==> config.mk <==
export PLATFORM = sky130hd
export DESIGN_NAME = param_fsm_sequencer
export DESIGN_NICKNAME = d
export VERILOG_FILES = /design/src/rtl/param_fsm_sequencer.sv
export SDC_FILE = /design/constraint.sdc
export NUM_CORES = 1
export LEC_CHECK = 0
export ABC_CLOCK_PERIOD_IN_PS = 2300
export CORE_ASPECT_RATIO = 1.25
export CORE_MARGIN = 2
export CORE_UTILIZATION = 29
export DETAILED_ROUTE_END_ITERATION = 8
export PLACE_DENSITY = 0.47
export SLEW_MARGIN = 20
export SYNTH_ARGS = -nofsm -noshare
export SYNTH_HDL_FRONTEND = slang
export SYNTH_SLANG_ARGS = --single-unit
export TNS_END_PERCENT = 20
==> constraint.sdc <==
create_clock -name clk -period 2.3 [get_ports clk]
set_clock_uncertainty 0.05 [all_clocks]
set_input_delay 0.46 -clock clk [delete_from_list [all_inputs] [get_ports clk]]
set_output_delay 0.46 -clock clk [all_outputs]
set_load 0.02 [all_outputs]
==> src/rtl/param_fsm_sequencer.sv <==
// param_fsm_sequencer
// Parametrised cyclic state sequencer. It has a valid/ready advance handshake,
// four traversal modes, a minimum dwell time and a direct load. It also keeps
// sticky visit coverage, and it recovers actively from out-of-range encodings.
// Every register is reset, and every combinational output is assigned on every path.

module param_fsm_sequencer #(
    parameter int NUM_STATES = 3,   // legal encodings 0..NUM_STATES-1
    parameter int STATE_W    = 2,   // state encoding width
    parameter int MIN_DWELL  = 0    // cycles in a state before an advance is accepted (0..255)
) (
    input  logic                  clk,
    input  logic                  rst,
    input  logic                  adv_valid,
    output logic                  adv_ready,
    input  logic [1:0]            mode,
    input  logic                  load,
    input  logic [STATE_W-1:0]    load_state,
    input  logic                  visit_clr,
    input  logic                  err_clr,
    output logic [STATE_W-1:0]    state,
    output logic [NUM_STATES-1:0] visited,
    output logic                  all_visited,
    output logic                  load_err,
    output logic                  illegal_err
);

    typedef enum logic [1:0] {
        MODE_WRAP     = 2'd0,
        MODE_PINGPONG = 2'd1,
        MODE_HOLD     = 2'd2,
        MODE_REVERSE  = 2'd3
    } mode_e;

    typedef enum logic {
        DIR_UP   = 1'b0,
        DIR_DOWN = 1'b1
    } dir_e;

    // Encoding constants. They are sized to the state width so that every
    // comparison and assignment below keeps matching widths.
    localparam logic [STATE_W-1:0] ZERO   = '0;
    localparam logic [STATE_W-1:0] ONE    = STATE_W'(1);
    localparam logic [STATE_W-1:0] LAST   = STATE_W'(NUM_STATES - 1);
    localparam logic [STATE_W-1:0] PENULT = STATE_W'((NUM_STATES >= 2) ? NUM_STATES - 2 : 0);
    // One extra bit lets NUM_STATES == 2**STATE_W be represented for range checks.
    localparam logic [STATE_W:0]   N_EXT  = (STATE_W + 1)'(NUM_STATES);
    localparam logic [7:0]         DWELL_MAX = 8'(MIN_DWELL);

    // Registered state
    logic [STATE_W-1:0]    state_q,   state_d;
    dir_e                  dir_q,     dir_d;
    logic [7:0]            dwell_q,   dwell_d;
    logic [NUM_STATES-1:0] visited_q, visited_d;
    logic                  load_err_q, load_err_d;
    logic                  illegal_q,  illegal_d;

    // Decoded conditions
    logic                  cur_legal;
    logic                  load_legal;
    logic                  accept;
    logic [NUM_STATES-1:0] entry_onehot;

    assign cur_legal  = ({1'b0, state_q}    < N_EXT);
    assign load_legal = ({1'b0, load_state} < N_EXT);
    assign adv_ready  = (dwell_q == DWELL_MAX) && !load;
    assign accept     = adv_valid && adv_ready;

    // State register and the sticky status registers. Reset asserts asynchronously.
    // NOTE: sequential state uses non-blocking (<=) so that every register
    // samples the pre-edge values, whatever order the blocks run in.
    always_ff @(posedge clk or posedge rst) begin
        if (rst) begin
            state_q    <= ZERO;
            dir_q      <= DIR_UP;
            dwell_q    <= 8'd0;
            visited_q  <= NUM_STATES'(1);
            load_err_q <= 1'b0;
            illegal_q  <= 1'b0;
        end else begin
            state_q    <= state_d;
            dir_q      <= dir_d;
            dwell_q    <= dwell_d;
            visited_q  <= visited_d;
            load_err_q <= load_err_d;
            illegal_q  <= illegal_d;
        end
    end

    // Next-state selection. The priority is: illegal recovery, then load,
    // then an accepted advance, then hold with dwell counting.
    // NOTE: every variable gets a default before any branch so that no path
    // leaves a value unassigned, which would otherwise infer a latch.
    always_comb begin
        state_d    = state_q;
        dir_d      = dir_q;
        dwell_d    = (dwell_q == DWELL_MAX) ? dwell_q : dwell_q + 8'd1;
        load_err_d = 1'b0;
        illegal_d  = illegal_q && !err_clr;

        if (!cur_legal) begin
            // An out-of-range encoding is forced back to a known start point.
            // Setting the error flag here overrides a clear in the same cycle.
            state_d   = ZERO;
            dir_d     = DIR_UP;
            dwell_d   = 8'd0;
            illegal_d = 1'b1;
        end else if (load) begin
            if (load_legal) begin
                state_d = load_state;
                dwell_d = 8'd0;
            end else begin
                // A bad target leaves the state and dwell count untouched.
                load_err_d = 1'b1;
            end
        end else if (accept) begin
            dwell_d = 8'd0;
            case (mode_e'(mode))
                MODE_WRAP: begin
                    state_d = (state_q == LAST) ? ZERO : state_q + ONE;
                end
                MODE_REVERSE: begin
                    state_d = (state_q == ZERO) ? LAST : state_q - ONE;
                end
                MODE_PINGPONG: begin
                    if (NUM_STATES == 1) begin
                        state_d = ZERO;
                    end else if (dir_q == DIR_UP) begin
                        if (state_q == LAST) begin
                            dir_d   = DIR_DOWN;
                            state_d = PENULT;
                        end else begin
                            state_d = state_q + ONE;
                        end
                    end else begin
                        if (state_q == ZERO) begin
                            dir_d   = DIR_UP;
                            state_d = ONE;
                        end else begin
                            state_d = state_q - ONE;
                        end
                    end
                end
                default: begin
                    // HOLD: the state stays the same, but an advance still restarts the dwell count.
                    state_d = state_q;
                end
            endcase
        end
    end

    // One-hot of the state present next cycle. It is used to mark coverage on entry.
    always_comb begin
        entry_onehot = '0;
        for (int i = 0; i < NUM_STATES; i++) begin
            entry_onehot[i] = (state_d == STATE_W'(i));
        end
    end

    // Coverage update. A clear keeps only the bit of the state being entered.
    always_comb begin
        visited_d = visit_clr ? entry_onehot : (visited_q | entry_onehot);
    end

    assign state       = state_q;
    assign visited     = visited_q;
    assign all_visited = &visited_q;
    assign load_err    = load_err_q;
    assign illegal_err = illegal_q;

endmodule
Word level (Yosys, flattened, before mapping)

Cells that the tools add are included.

Bitwise logic cells: 1
$add $sub $neg: 3
Reductions and logical operators: 11
Multiplexer cells: 27
Equal/unequal tests: 8
Order comparisons: 2

Operators with widths:

| operator                                                            | count |
|---|---|
| 8-bit 2-to-1 mux                                                    | 5 |
| 2-bit 2-to-1 mux                                                    | 9 |
| 1-bit 2-to-1 mux                                                    | 11 |
| 8-bit by 1-bit adder with 8-bit output (second input constant)      | 1 |
| 8-bit zero test                                                     | 1 |
| 2-bit == test (second input constant)                               | 3 |
| 2-bit zero test                                                     | 3 |
| 2-bit case mux with 3 select lines                                  | 1 |
| 3-bit AND reduction                                                 | 2 |
| 2-bit by 1-bit == test with 1-bit output (second input constant)    | 2 |
| 2-bit < comparator (second input constant)                          | 2 |
| 2-bit by 1-bit != test with 1-bit output (second input constant)    | 2 |
| 1-bit logical AND                                                   | 3 |
| 3-bit 2-to-1 mux                                                    | 1 |
| 3-bit OR                                                            | 1 |
| 2-bit by 1-bit adder with 2-bit output (second input constant)      | 1 |
| 1-bit zero test                                                     | 2 |
| 2-bit != test (second input constant)                               | 1 |
| 2-bit by 1-bit subtractor with 2-bit output (second input constant) | 1 |

Register bits: 16
Input port bits: 10
Word-level logic and storage cells: 58

Logic depth before layout (Yosys ltp)

Depth after elaboration: 10
Depth in mapped cells: 8
Gate-level depth less buffers: 8

Worst setup path after synthesis

Ideal clock, no wire load.

Path kind: register -> register
Start point: register state_q[0] (netlist: state[0])
End point: register visited_q[1] (netlist: visited[1])
Arrival time: 1.975 ns
Setup slack: 0.154 ns
Path buffers: 0
Cell stages (with the launch flop): 7
Clock period less this slack: 2.146 ns
Path through: dfrtp_1 inv_1 ha_1 and2b_1 a2111oi_0 o31ai_4 a22o_1

Longest elaborated chain between the ends: 10
Elaborated cells between the ends (all ways): 18
Those cells by class: 2 x add/sub; 1 x order compare; 2 x eq/ne; 11 x mux; 1 x bitwise; 1 x reduce/logical

RTL lines:

| item                                                           | RTL line | source |
|---|---|---|
| start, declared                                                | 51       | `logic [STATE_W-1:0] state_q, state_d;` |
| start signal, assigned                                         | 81       | `state_q <= state_d;` |
| 2-bit by 1-bit adder with 2-bit output (tied with other cells) | 120, 133 |  |
| 2-bit 2-to-1 mux, on equally long branches                     | 129, 136 |  |
| 2-bit 2-to-1 mux                                               | 128      | `end else if (dir_q == DIR_UP) begin` |
| 2-bit case mux with 3 select lines                             | 118      | `case (mode_e'(mode))` |
| 2-bit 2-to-1 mux                                               | 116      | `end else if (accept) begin` |
| 2-bit 2-to-1 mux                                               | 108      | `end else if (load) begin` |
| 2-bit 2-to-1 mux (*)                                           | 101      | `if (!cur_legal) begin` |
| net state_d[0]                                                 | 51       |  |
| 2-bit by 1-bit == test with 1-bit output (*)                   | 156      | `entry_onehot[i] = (state_d == STATE_W'(i));` |
| 3-bit OR                                                       | 162      | `visited_d = visit_clr ? entry_onehot : (visited_q \| entry_onehot);` |
| 3-bit 2-to-1 mux (*)                                           | 162      |  |
| net visited_d[1]                                               | 54       | `logic [NUM_STATES-1:0] visited_q, visited_d;` |
| end signal, assigned                                           | 84       | `visited_q <= visited_d;` |
| end, declared                                                  | 54       |  |

Mark *: on every way through the listed nets, which the timed path passes. The rest lies on a longest branch.
A chain may end at the register's enable or synchronous reset.

Final worst setup path

Start point: register dwell_q[1]
End point: output port adv_ready

Longest elaborated chain between the ends: 2

RTL lines:

| item                   | RTL line | source |
|---|---|---|
| start, declared        | 53       | `logic [7:0] dwell_q, dwell_d;` |
| start signal, assigned | 83       | `dwell_q <= dwell_d;` |
| 8-bit zero test        | 66       | `assign adv_ready = (dwell_q == DWELL_MAX) && !load;` |
| 1-bit logical AND      | 66       |  |
| end, declared          | 15       | `output logic adv_ready,` |

No other way between the ends.

==> results.sh <==
export IMPL_outcome="finished clean"
export IMPL_portBuffers=18
export IMPL_synth_top_area_share_pct=37.0
export IMPL_clock_sinks=16
export IMPL_htreeDepth=1
export IMPL_drt_wl_total_mm=2.22
export IMPL_cts_buffers=3
export IMPL_p_leak_uw=0.000632
export IMPL_cp_max_fo=5
export IMPL_grt_overflow=0
export IMPL_arrival_ps=1620
export IMPL_initial_core_util_pct=29.6
export IMPL_postRouteAntennaNets=0
export IMPL_grt_pass1_wl_mm=3.77
export IMPL_dp_cells=168
export IMPL_hpwl_mm=1.78
export IMPL_ios=19
export IMPL_finalCriticalPeriod_ps=2130
export IMPL_final_hold_viol_count=0
export IMPL_wire_per_inst_um=12.9
export IMPL_period_share_pct=92.8
export IMPL_final_layout_size_suffix_gt1_share_pct=16.5
export IMPL_fp_dieW_um=56.9
export IMPL_yosys_area_top_type="dfrtp_1"
export IMPL_min_path_type="reg -> reg"
export IMPL_setup_viol=0
export IMPL_drt_iter0_drc=15
export IMPL_dieArea_um2=3990
export IMPL_vdd_drop_max_mv=0.308
export IMPL_p_per_area_nw_per_um2=743
export IMPL_synthArstFlopShare_pct=100
export IMPL_cts_root_buffer="clkbuf_8"
export IMPL_tightestPinTransition_ps=618
export IMPL_nNetsFinal=153
export IMPL_yosys_top_cells_count="dfrtp_1, nor2_1, nand2_1, ha_1, inv_1"
export IMPL_antenna_found_initial=0
export IMPL_synth_edf_count=0
export IMPL_synth_top_flop_cell="dfrtp_1"
export IMPL_synth_seq_cells=16
export IMPL_final_cell_count_no_fill=172
export IMPL_fmax_mhz=469
export IMPL_slew_headroom_pct=58.8
export IMPL_grt_pass1_vias=835
export IMPL_critical_path_class="reg -> out"
export IMPL_yosysMostFrequentCell="dfrtp_1"
export IMPL_synth_fp_nets=122
export IMPL_placementRows=24
export IMPL_cts_max_path_buffers=2
export IMPL_required_ps=1790
export IMPL_synthToLayoutAreaGrowth_pct=33.9
export IMPL_fp_coreArea_um2=3420
export IMPL_cp_end_kind="primary output"
export IMPL_finalWeightedCongestion=0.802
export IMPL_cp_start_kind="register"
export IMPL_max_cap_violations=0
export IMPL_ys_types=37
export IMPL_rsz0062_at_grt="no"
export IMPL_grt_max_degree=17
export IMPL_path_clk_slew_ps=70
export IMPL_finalPower_uw=1010
export IMPL_drt_pre_antenna_iters=4
export IMPL_num_vias=814
export IMPL_synth_area_leaders="dfrtp_1, ha_1, nor2_1"
export IMPL_netlist_instances=103
export IMPL_cts_tree="yes"
export IMPL_grt_usage_pct=12.2
export IMPL_clk_latency_ps=250
export IMPL_slew_violations=0
export IMPL_syn_cell_area_um2=1010
export IMPL_cts_setup_buffers=0
export IMPL_tns_ps=0
export IMPL_syn_avg_cell_area_um2=9.85
export IMPL_die_h_um=70.1
export IMPL_ys_seq_area_share_pct=39.6
export IMPL_route_detailed_drc=0
export IMPL_yosysWarnings=0
export IMPL_antenna_cells=0
export IMPL_drt_vias_per_instance=4.73
==> final cells by class <==
cell class / instances / area (µm²)
fillers: 374 / 2060
multi-input cells: 76 / 564
flip-flops and latches: 16 / 402
repair buffers: 28 / 255
clock buffers: 4 / 55.1
well taps: 39 / 48.8
inverters: 9 / 33.8
==> logic make-up after synthesis <==
kind of cell    Yosys count  share of synthesized area, %
flops                    16                          39.6
mux                       2                          1.97
simple gates             42                          24.0
fa+ha+maj                 9                          11.1
xor+xnor                  6                          5.18
compound gates           17                          13.3
buf+inv                  11                          4.81
==> report_power, final <==
| part | internal [µW] | total [µW] | switching, µW |
|---|---|---|---|
| registers | 326 | 366 | 40.3 |
| clock network | 152 | 251 | 99.0 |
| logic | 195 | 392 | 197 |
==> worst max-delay path, stage by stage, from the launching register on <==
cell and delay [ps]:
dfrtp_1 420, inv_1 70, ha_1 140, nor4b_4 220, nand2_2 100, nor2_1 110
clkdlybuf4s15_1 300
==> per-stage QoR <==
step	hold WS (ps)	util, %	setup slack (ps)	cell area, µm²
after floorplan	323	-	154	1010
after global placement	412	38.1	115	1300
after detailed placement	424	38.1	69.9	1300
final	428	39.7	166	1360
after CTS	439	39.7	108	1360
after global routing	457	39.7	33.9	1360
==> worst paths after layout <==
path / to / slack [ps] / start / cells past startpoint
min in group asynchronous: dwell_q[4] / 530 / rst / 2
worst min register to register: illegal_err / 430 / illegal_err / 1
max in group asynchronous: state[1] / 1270 / rst / 2
worst max register to register: visited[1] / 180 / dwell_q[1] / 7
worst min-delay path: illegal_err / 430 / illegal_err / 1
worst max-delay path: adv_ready / 170 / dwell_q[1] / 6
==> metal layers <==
layer / GRT usage [%] / vias to the layer above / part of all wire, %
li1: - / 411 / -
met1: 13.7 / 393 / 42
met2: 21.6 / 8 / 55
met3: 1.85 / 2 / 1.8
met4: 6.20 / 0 / 1.1
met5: 0 / - / 0
==> registers in the layout (all words and copies together) (netlist names) <==
name and count:
illegal_err 1, visited 3, dir_q 1, dwell_q 8, state 2, load_err 1
==> cell usage in the layout (no fill, tap or decap), drive strengths merged, types with 2 or more instances in the layout <==
cell type,instances
nand3,3
nand2,11
clkdlybuf4s50,17
clkbuf,4
nor2,11
dfrtp,15
nand2b,2
xnor2,2
nand4,2
mux2i,2
a21oi,4
and2b,2
o2bb2ai,2
ha,9
o21a,2
and3,2
xor2,4
buf,10
nor3b,2
inv,9
==> timing repair <==
| action | in CTS | in global routing |
|---|---|---|
| pin swaps | 0 | 0 |
| hold buffers | 0 | 0 |
| endpoints found under the setup margin | 1 | 1 |
| cloned | 0 | 0 |
| resized for setup | 1 | 1 |
Note: power is estimated with default switching activity, not from simulation.
==> variant (same flow settings) <==
Set the parameter `NUM_STATES` to 5 (it was 3).
--- a/src/rtl/param_fsm_sequencer.sv
+++ b/src/rtl/param_fsm_sequencer.sv
@@ -7,3 +7,3 @@
 module param_fsm_sequencer #(
-    parameter int NUM_STATES = 3,   // legal encodings 0..NUM_STATES-1
+    parameter int NUM_STATES = 5,   // legal encodings 0..NUM_STATES-1
     parameter int STATE_W    = 2,   // state encoding width
Ports: changed (resized visited); port bits go from 19 to 21. No check against the original RTL was run, so the function may have changed too.
==> variant against the unedited design <==
- final cell count down 7.0%
- sequential cell count up 1
- worst setup slack worse by 0.0075 ns
- sequential share of layout area up 3.3 points
- hold slack better by 0.019 ns
- area after synthesis down 6.2%
- synthesized cell count down 12%
- final area down 4.3%
- wire length down 9.7%
- critical endpoint is now all_visited
Power is not compared: it rests on default switching activity, and its combinational part moved more than twofold at a synthesized area within 25%.
==> variant: results (changes against the unedited design) <==
metric;value;unit;change
Top delay family on crit path;buffers and inverters;;was simple AND/OR/NAND/NOR gates
mean post-synth cell area;10.5;um2;was 9.85 um2
Final #Nets;140;;was 153
Slew headroom;55.4;%;was 58.8%
Synth top cells by count;dfrtp_1 (16), inv_1 (10), nor2_1 (7);;was dfrtp_1 (15), nor2_1 (11), nand2_1 (10)
layout cell share with drive strength beyond 1;17.9;%;was 16.5%
Final Non-Filler Cells;160;;was 172
I/O Buffers;19;;was 18
antenna violations before repair;0;;unchanged
Crit-path slowest cell;clkdlybuf4s50_1;;was dfrtp_1
GPL Wtd Cong;0.744;;was 0.802
largest net degree at the start of global routing;18;;was 17
Hold Path Class;flip-flop to flip-flop;;unchanged
post-synth cell types;36;;was 37
Detailed Routing Iterations Pass 1;2;;was 4
DR iter-0 viols;8;;was 15
vias in the first global route;738;;was 835
CTS max path bufs;2;;unchanged
largest cells by area after synthesis;dfrtp_1 (42%), ha_1 (7.9%), inv_1 (3.9%);;was dfrtp_1 (37%), ha_1 (11%), nor2_1 (4.1%)
Place WS;-0.0516;ns;was 0.0699 ns
Total GRT Usage;11.5;%;was 12.2%
Crit path largest cell delay;0.63;ns;was 0.42 ns
critical path peak fanout;2;;was 5
Avg Vias per Cell;4.65;;was 4.73
Leakage;0.000609;uW;
Seq/Total Area, Yosys;44.8;%;was 39.6%
wire length per cell;12.5;um;was 12.9 um
Mapped Nets;107;;was 122
Max Cap Viol;0;;unchanged
outcome;finished, final reports clean;;unchanged
hpwl dp;1570;um;was 1780 um
first-pass GRT wire length;3350;um;was 3770 um
[variant: cell count changes after synthesis, sizes merged, moves of 2 or more]
cell	change
nor3	+2
nand2	-5
a21oi	-3
and3	-2
nor2	-4
o22ai	+2
ha	-3
nor2b	+3
a22o	+2
and2b	-2
nor3b	-2
[variant: cells by family after synthesis]
kind of cell,Yosys count,share of synthesized area (%)
AND/OR/NAND/NOR,31,19.4
flip-flops,17,44.8
AO/OA/AOI/OAI,15,13.5
buffers and inverters,12,5.26
XOR/XNOR,7,6.44
adder cells (fa/ha/maj),6,7.88
multiplexers,2,2.23
other,1,0.394
[variant: path summary, 6_finish.rpt]
path	startpoint	end	slack [ns]	cells after the start
worst min-delay path	dir_q	dir_q	0.45	1
max in group asynchronous	rst	dwell_q[2]	1.21	2
worst max register to register	dwell_q[1]	visited[1]	0.24	9
worst min register to register	dir_q	dir_q	0.45	1
min in group asynchronous	rst	dwell_q[5]	0.56	2
worst max-delay path	visited[0]	all_visited	0.16	3
[variant: final cells by class]
class	count	area, um2
Clock buffer	3	41.3
Fill cell	316	1870
Sequential cell	17	427
Tap cell	37	46.3
Timing Repair Buffer	30	268
Clock inverter	1	5.00
Multi-Input combinational cell	62	475
Inverter	10	37.5
[variant: through the flow]
step	TNS (ns)	cell area (um2)	hold WS (ns)
6_report	0	1300	0.447
5_1_grt	0	1300	0.467
4_1_cts	0	1310	0.451
3_5_place_dp	-0.0516	1260	0.437
3_3_place_gp	-0.0627	1260	0.438
2_1_floorplan	0	952	0.335
[variant: timing repair]
item / 4_1_cts / 5_1_grt
endpoints found under the setup margin: 1 / 1
gates resized for setup: 2 / 1
endpoints found under the hold margin: 0 / 0
[variant: worst reg2reg max path, cell delays in order, from the launching register on]
cell and delay (ns):
dfrtp_1 0.38, inv_1 0.07, ha_1 0.14, nor4b_4 0.21, nand2_2 0.07, or2_1 0.24, buf_4 0.14, o31a_1 0.31
buf_4 0.14, a22o_1 0.19
[variant: power by group]
part	switching, uW	internal [uW]	total, uW
combinational	94.3	97.2	191
clock	101	120	220
sequential	27.3	332	360
total	222	549	772
[variant: per-layer routing]
layer	GRT usage (%)	share of wire, %	wire length (um)
met1	13.1	45	902
met3	2.46	1.7	34
met5	0	0	0
met4	3.66	0.65	13
met2	21.4	53	1050
